--- config.mk ---
export PLATFORM = sky130hd
export DESIGN_NAME = instr_fetch_unit_flat
export DESIGN_NICKNAME = d
export VERILOG_FILES = /design/src/rtl/instr_fetch_unit_if.sv /design/src/rtl/instr_fetch_unit.sv /design/src/flat_wrapper.sv
export SDC_FILE = /design/constraint.sdc
export NUM_CORES = 1
export LEC_CHECK = 0
export ABC_CLOCK_PERIOD_IN_PS = 4750
export BUFFER_PORTS_ARGS = -buffer_cell sky130_fd_sc_hd__buf_2
export CORE_ASPECT_RATIO = 1.25
export CORE_MARGIN = 5
export CORE_UTILIZATION = 46
export DETAILED_ROUTE_END_ITERATION = 16
export GPL_TIMING_DRIVEN = 0
export PLACE_DENSITY = 0.79
export RECOVER_POWER = 50
export SLEW_MARGIN = 20
export SYNTH_ARGS = -nofsm -noshare
export SYNTH_HDL_FRONTEND = slang
export SYNTH_SLANG_ARGS = --single-unit
--- constraint.sdc ---
create_clock -name Clk -period 4.75 [get_ports Clk]
set_input_delay 1.1875 -clock Clk [delete_from_list [all_inputs] [get_ports Clk]]
set_output_delay 1.1875 -clock Clk [all_outputs]
set_load 0.02 [all_outputs]
--- src/rtl/instr_fetch_unit_if.sv ---
// Instruction fetch bus bundle.
// Groups the instruction-memory request/ack channel, the redirect input and the
// instruction valid/ready channel toward the execution unit.
//   master : fetch unit side (drives IMemReq/IMemAddr and the Instr* outputs)
//   slave  : environment side (memory + execution unit)
// Parameters: AW - word-address width.
interface instr_fetch_unit_if #(
  parameter int unsigned AW = 10
);
  logic          IMemReq;
  logic [AW-1:0] IMemAddr;
  logic          IMemAck;
  logic [31:0]   IMemData;
  logic          Redirect;
  logic [AW-1:0] RedirectPC;
  logic          InstrValid;
  logic          InstrReady;
  logic [31:0]   Instr;
  logic [AW-1:0] InstrPC;
  logic [AW-1:0] InstrPCplus1;

  modport master (
    output IMemReq, IMemAddr,
    input  IMemAck, IMemData,
    input  Redirect, RedirectPC,
    output InstrValid, Instr, InstrPC, InstrPCplus1,
    input  InstrReady
  );

  modport slave (
    input  IMemReq, IMemAddr,
    output IMemAck, IMemData,
    output Redirect, RedirectPC,
    input  InstrValid, Instr, InstrPC, InstrPCplus1,
    output InstrReady
  );
endinterface

--- src/rtl/instr_fetch_unit.sv ---
// Instruction fetch unit.
// Owns the fetch PC, keeps at most one request outstanding to instruction memory,
// buffers returned words in a DEPTH-entry prefetch FIFO and hands them to the execution
// unit under valid/ready. Redirects flush the FIFO and retarget fetch.
// Ports:
//   Clk, Rst_n : clock, asynchronous active-low reset
//   bus        : instr_fetch_unit_if.master (IMem req/ack, Redirect, Instr valid/ready)
//   StallCnt, FlushCnt : saturating performance counters, only with FETCH_PERF_EN defined
// Optional feature macro: FETCH_PERF_EN
module instr_fetch_unit #(
  parameter int unsigned   AW       = 10,
  parameter int unsigned   DEPTH    = 2,
  parameter logic [AW-1:0] RESET_PC = '0
) (
  input logic                Clk,
  input logic                Rst_n,
  instr_fetch_unit_if.master bus
`ifdef FETCH_PERF_EN
  ,
  output logic [15:0]        StallCnt,
  output logic [15:0]        FlushCnt
`endif
);

  localparam int unsigned PW = (DEPTH > 1) ? $clog2(DEPTH) : 1;
  localparam int unsigned CW = $clog2(DEPTH + 1);

  typedef enum logic [1:0] {StIdle, StReq, StDrop} state_e;

  state_e        state_q;
  logic          req_q;
  logic [AW-1:0] addr_q;
  logic [AW-1:0] pc_q;

  logic [31:0]   data_mem_q [DEPTH];
  logic [AW-1:0] pc_mem_q   [DEPTH];
  logic [PW-1:0] rd_ptr_q, wr_ptr_q;
  logic [CW-1:0] count_q;

  logic          ack_valid, flush, push, pop, room, head_valid;
  logic [CW-1:0] count_next;
  logic [AW-1:0] addr_inc;

  always_comb begin
    // Acks are only meaningful while a request is actually outstanding.
    ack_valid  = bus.IMemAck & req_q;
    flush      = bus.Redirect;
    head_valid = (count_q != '0);
    push       = ack_valid & (state_q == StReq) & ~flush;
    pop        = head_valid & bus.InstrReady & ~flush;
    if (flush) begin
      count_next = '0;
    end else begin
      count_next = count_q + CW'(push) - CW'(pop);
    end
    room     = (count_next < CW'(DEPTH));
    addr_inc = addr_q + AW'(1);
  end

  // Request FSM; IMemReq/IMemAddr come straight from registers so they hold steady.
  always_ff @(posedge Clk or negedge Rst_n) begin
    if (!Rst_n) begin
      state_q <= StIdle;
      req_q   <= 1'b0;
      addr_q  <= RESET_PC;
      pc_q    <= RESET_PC;
    end else begin
      case (state_q)
        StIdle: begin
          if (flush) begin
            pc_q    <= bus.RedirectPC;
            addr_q  <= bus.RedirectPC;
            req_q   <= 1'b1;
            state_q <= StReq;
          end else if (room) begin
            addr_q  <= pc_q;
            req_q   <= 1'b1;
            state_q <= StReq;
          end
        end
        StReq: begin
          if (flush) begin
            pc_q <= bus.RedirectPC;
            if (ack_valid) begin
              // Acked word is stale; go straight to the redirect target.
              addr_q <= bus.RedirectPC;
            end else begin
              state_q <= StDrop;
            end
          end else if (ack_valid) begin
            pc_q <= addr_inc;
            if (room) begin
              addr_q <= addr_inc;
            end else begin
              req_q   <= 1'b0;
              state_q <= StIdle;
            end
          end
        end
        StDrop: begin
          if (flush) begin
            pc_q <= bus.RedirectPC;
          end
          if (ack_valid) begin
            addr_q  <= flush ? bus.RedirectPC : pc_q;
            state_q <= StReq;
          end
        end
        default: begin
          state_q <= StIdle;
          req_q   <= 1'b0;
        end
      endcase
    end
  end

  always_ff @(posedge Clk or negedge Rst_n) begin
    if (!Rst_n) begin
      rd_ptr_q <= '0;
      wr_ptr_q <= '0;
      count_q  <= '0;
    end else if (flush) begin
      rd_ptr_q <= '0;
      wr_ptr_q <= '0;
      count_q  <= '0;
    end else begin
      if (push) begin
        wr_ptr_q <= wr_ptr_q + PW'(1);
      end
      if (pop) begin
        rd_ptr_q <= rd_ptr_q + PW'(1);
      end
      count_q <= count_next;
    end
  end

  // Storage needs no reset: the head is masked to zero while the FIFO is empty.
  always_ff @(posedge Clk) begin
    if (push) begin
      data_mem_q[wr_ptr_q] <= bus.IMemData;
      pc_mem_q[wr_ptr_q]   <= addr_q;
    end
  end

  assign bus.IMemReq      = req_q;
  assign bus.IMemAddr     = addr_q;
  assign bus.InstrValid   = head_valid;
  assign bus.Instr        = head_valid ? data_mem_q[rd_ptr_q] : '0;
  assign bus.InstrPC      = head_valid ? pc_mem_q[rd_ptr_q] : '0;
  assign bus.InstrPCplus1 = head_valid ? (pc_mem_q[rd_ptr_q] + AW'(1)) : '0;

`ifdef FETCH_PERF_EN
  logic [15:0] stall_cnt_q, flush_cnt_q;

  always_ff @(posedge Clk or negedge Rst_n) begin
    if (!Rst_n) begin
      stall_cnt_q <= '0;
      flush_cnt_q <= '0;
    end else begin
      if (!head_valid && (stall_cnt_q != 16'hFFFF)) begin
        stall_cnt_q <= stall_cnt_q + 16'd1;
      end
      if (flush && (flush_cnt_q != 16'hFFFF)) begin
        flush_cnt_q <= flush_cnt_q + 16'd1;
      end
    end
  end

  assign StallCnt = stall_cnt_q;
  assign FlushCnt = flush_cnt_q;
`endif

endmodule

--- src/flat_wrapper.sv ---
// flat-port wrapper written by rule: the top's interface ports become plain ports
module instr_fetch_unit_flat 
#(
  parameter int unsigned   AW       = 10,
  parameter int unsigned   DEPTH    = 2,
  parameter logic [AW-1:0] RESET_PC = '0
)
  (Clk, Rst_n, bus_IMemReq, bus_IMemAddr, bus_IMemAck, bus_IMemData, bus_Redirect, bus_RedirectPC, bus_InstrValid, bus_Instr, bus_InstrPC, bus_InstrPCplus1, bus_InstrReady);
  instr_fetch_unit_if #(.AW(AW)) bus_i ();
  input logic Clk;
  input logic Rst_n;
  output wire logic [$bits(bus_i.IMemReq)-1:0] bus_IMemReq;
  output wire logic [$bits(bus_i.IMemAddr)-1:0] bus_IMemAddr;
  input wire logic [$bits(bus_i.IMemAck)-1:0] bus_IMemAck;
  input wire logic [$bits(bus_i.IMemData)-1:0] bus_IMemData;
  input wire logic [$bits(bus_i.Redirect)-1:0] bus_Redirect;
  input wire logic [$bits(bus_i.RedirectPC)-1:0] bus_RedirectPC;
  output wire logic [$bits(bus_i.InstrValid)-1:0] bus_InstrValid;
  output wire logic [$bits(bus_i.Instr)-1:0] bus_Instr;
  output wire logic [$bits(bus_i.InstrPC)-1:0] bus_InstrPC;
  output wire logic [$bits(bus_i.InstrPCplus1)-1:0] bus_InstrPCplus1;
  input wire logic [$bits(bus_i.InstrReady)-1:0] bus_InstrReady;
  assign bus_IMemReq = bus_i.IMemReq;
  assign bus_IMemAddr = bus_i.IMemAddr;
  assign bus_i.IMemAck = bus_IMemAck;
  assign bus_i.IMemData = bus_IMemData;
  assign bus_i.Redirect = bus_Redirect;
  assign bus_i.RedirectPC = bus_RedirectPC;
  assign bus_InstrValid = bus_i.InstrValid;
  assign bus_Instr = bus_i.Instr;
  assign bus_InstrPC = bus_i.InstrPC;
  assign bus_InstrPCplus1 = bus_i.InstrPCplus1;
  assign bus_i.InstrReady = bus_InstrReady;
  instr_fetch_unit #(.AW(AW), .DEPTH(DEPTH), .RESET_PC(RESET_PC)) u_core (.Clk(Clk), .Rst_n(Rst_n), .bus(bus_i));
endmodule
==> results by group <==
Status
  – Status: finished, violations left
  – Failing checks: capacitance limit, slew limit

Cells and area
  – Post-Layout Cell Count: 661
  – Final core area utilization: 55.95%
  – N_diodes: 0
  – Final #Nets: 572
  – Fillcell total: 919
  – Post-Layout Inst Area: 6141 sq um
  – Layout cells sized above 1: 23.00%
  – Area delta synth->final: 20.86%

STA
  – Unrepaired setup endpoints after global routing: false
  – Final TNS setup: 0 ns
  – Setup WS post-layout: 0.7358 ns
  – Highest clock rate: 249.1 MHz
  – Max_slew headroom: -12.48%
  – Max Slew Vio Count: 11
  – Min Tclk post-route: 4.014 ns
  – Clock skew: 0.01257 ns
  – Final hold viol count: 0
  – Min Hold Slack: 0.5779 ns
  – Period Utilization, post-route: 84.51%
  – Setup-failing EPs final: 0
  – Worst-margin pin slew: 1.674 ns

Clock network
  – Hold bufs inserted after CTS: 0
  – CTS tree: yes
  – Clock latency on the worst-skew pair: 0.34 ns
  – CTS Root Cell: clkbuf_16
  – Clock sink count: 111
  – Clock-pin slew on the worst setup and hold paths: 0.07 ns
  – Post-CTS Setup Bufs: 0
  – CTS H-tree depth: 3
  – Num CTS Buffers: 9
  – Post-CTS sizing: 0
  – Clock Tree Buf Depth: 2

Pwr
  – Maximum vdd drop: 345.6 uV
  – P per Cell Area: 588.4 nW/um^2
  – Final Power: 3.614 mW
  – Leakage power total: 2.400 nW

Worst setup path
  – Worst EP required: 4.98 ns
  – Top cell by count, worst path: clkbuf_1
  – Worst setup SP type: primary input
  – Crit path kind: in2reg
  – Critical Path End Type: register
  – Worst-path maximum fanout: 10
  – Arr. time, crit path: 4.24 ns
  – CP max-delay cell: clkbuf_1
  – CP max stage delay: 0.48 ns
  – Ordered cell list for the critical path: clkbuf_1, clkbuf_1, clkbuf_1, nor2_1, ha_1, inv_1, ha_1, xor3_2, a211oi_4, or2_1, buf_6, mux2_4

Logic synthesis
  – Dominant synthesized flop cell: edfxtp_1
  – Sequential-to-total area share from yosys stat: 62.94%
  – Yosys cell types: 58
  – Post-Synthesis Cells: 397
  – YS warnings: 0
  – Mean Syn Cell Area: 12.80 sq um
  – Syn_nets: 448
  – Mapped Area: 5081 sq um
  – Seq cells post-synth: 111
  – Fraction of registers with async set/reset: 24.32%
  – EDFF count, synth: 84

Global routing
  – Largest net degree at the start of global routing: 28
  – GR Overflow Total: 0
  – First-pass GRT wire length: 18350 microns
  – Initial antenna violation count: 0
  – Total track usage: 17.19%
  – Vias in the first global route: 3689

Drt
  – Wirelength, routed: 11420 microns
  – Via Count: 3673
  – WL/cell: 17.28 microns
  – Router iterations before antenna repair: 5
  – DRT iter0 DRCs: 244
  – Final ANT Viol Nets: 0
  – Vias per cell: 5.557
  – Post-route DRC: 0

Floorplan
  – Core area: 10980 sq um
  – # IOs: 111
  – Rows: 43
  – Die area: 13260 sq um
  – Die Y: 127.5 microns
  – Chip width: 104.0 microns
  – Initial core utilization: 46.30%

Placement
  – Setup WS pre-CTS: 0.5291 ns
  – Input/output buffers: 110
  – Cell total after placement: 645
  – Detailed placement HPWL: 8506 microns
  – Placement Cell Area: 5867 sq um
  – GPL Wtd Cong: 0.9708

Min path
  – Worst min path class: reg2reg

Flow run
  – Max-cap viol count: 2
-- worst max-delay path, delay by kind of cell --
| family | cells | cell delay, ns |
|---|---|---|
| buffers and inverters | 5 | 1.29 |
| adder cells (fa/ha/maj) | 2 | 0.43 |
| AO/OA/AOI/OAI | 1 | 0.43 |
| XOR/XNOR | 1 | 0.31 |
| multiplexers | 1 | 0.31 |
| AND/OR/NAND/NOR | 2 | 0.28 |
-- report_power, final --
part | switching, mW | internal [mW]
sequential | 0.172 | 1.25
clock | 0.333 | 0.468
combinational | 0.860 | 0.533
-- area by class of cell --
type                    instances  area (sq um)  share of cell area [%]
clock inverters                 7         100.1                   1.630
clock buffers                   9         225.2                   3.667
inverters                       8         30.03                  0.4890
flip-flops and latches        111          3198                   52.08
repair buffers                113         566.8                   9.230
well taps                     135         168.9                   2.751
plain buffers                  19         88.84                   1.447
multi-input cells             259          1763                   28.71
-- Yosys cell counts, types with 5 or more instances --
master | count | area share, %
nor3_1 | 9 | 0.89
nor2b_1 | 5 | 0.62
nand3_1 | 9 | 0.89
dfrtp_1 | 27 | 13
nor2_1 | 56 | 4.1
edfxtp_1 | 84 | 50
and2_1 | 10 | 1.2
a21oi_1 | 10 | 0.99
o21ai_0 | 9 | 0.89
xnor2_1 | 6 | 1.0
mux2i_1 | 40 | 7.9
mux2_2 | 6 | 1.3
or3_1 | 5 | 0.62
inv_1 | 8 | 0.59
nand2_1 | 19 | 1.4
clkbuf_1 | 10 | 0.74
buf_2 | 5 | 0.49
and3_1 | 6 | 0.74
o22ai_1 | 5 | 0.62
a31oi_1 | 5 | 0.62
-- worst paths after layout --
| kind | end | start | slack (ns) | depth (start not counted) |
|---|---|---|---|---|
| worst min register to register | u_core.pc_q[1] | u_core.pc_q[1] | 0.58 | 2 |
| min in group asynchronous | u_core.pc_q[7] | Rst_n | 1.19 | 1 |
| worst max register to register | u_core.bus.IMemAddr[4] | u_core.count_q[1] | 1.07 | 12 |
| worst min-delay path | u_core.pc_q[1] | u_core.pc_q[1] | 0.58 | 2 |
| worst max-delay path | u_core.bus.IMemAddr[4] | bus_Redirect | 0.74 | 12 |
| max in group asynchronous | u_core.rd_ptr_q | Rst_n | 2.69 | 1 |
-- cells by family (layout without fill, tap and decap cells) --
family | after synthesis | after routing | synth area share, %
compound gates | 61 | 61 | 8.668
xor+xnor | 11 | 11 | 2.216
fa+ha+maj | 4 | 4 | 0.9850
buf+inv | 27 | 156 | 2.339
flops | 111 | 111 | 62.94
mux | 50 | 50 | 10.39
simple gates | 133 | 133 | 12.46
-- metal layers --
layer	track usage (%)	up-vias	part of all wire, %
met5	0	-	0
met4	5.564	0	1.9
met3	4.245	21	7.7
met2	29.92	186	51
met1	21.05	1734	40
li1	-	1732	-
-- state kept, by name, indices dropped and copies added (netlist names) --
| register | cells |
|---|---|
| u_core.data_mem_q | 64 |
| u_core.pc_mem_q | 20 |
| u_core.bus.IMemAddr | 10 |
| u_core.pc_q | 10 |
| u_core.count_q | 2 |
| u_core.state_q | 2 |
| u_core.bus.IMemReq | 1 |
| u_core.rd_ptr_q | 1 |
| u_core.wr_ptr_q | 1 |
-- placed cells by master (no fill, tap or decap), types with 4 or more instances in the layout --
cell type and instances:
mux2i_1 40, inv_1 8, or3_1 5, nand3_1 9, mux2_2 6, o22ai_1 5, mux2_4 4, a31oi_1 5
clkbuf_1 41, edfxtp_1 84, xor2_1 4, o21ai_0 9, ha_1 4, nor2_1 57, dfrtp_1 27, nand2_1 19
and3_1 6, a21oi_1 10, clkbuf_16 9, nor2b_1 5, buf_2 85, and2_1 9, nor3_1 9, xnor2_1 6
(Power assumes the default switching activity.)
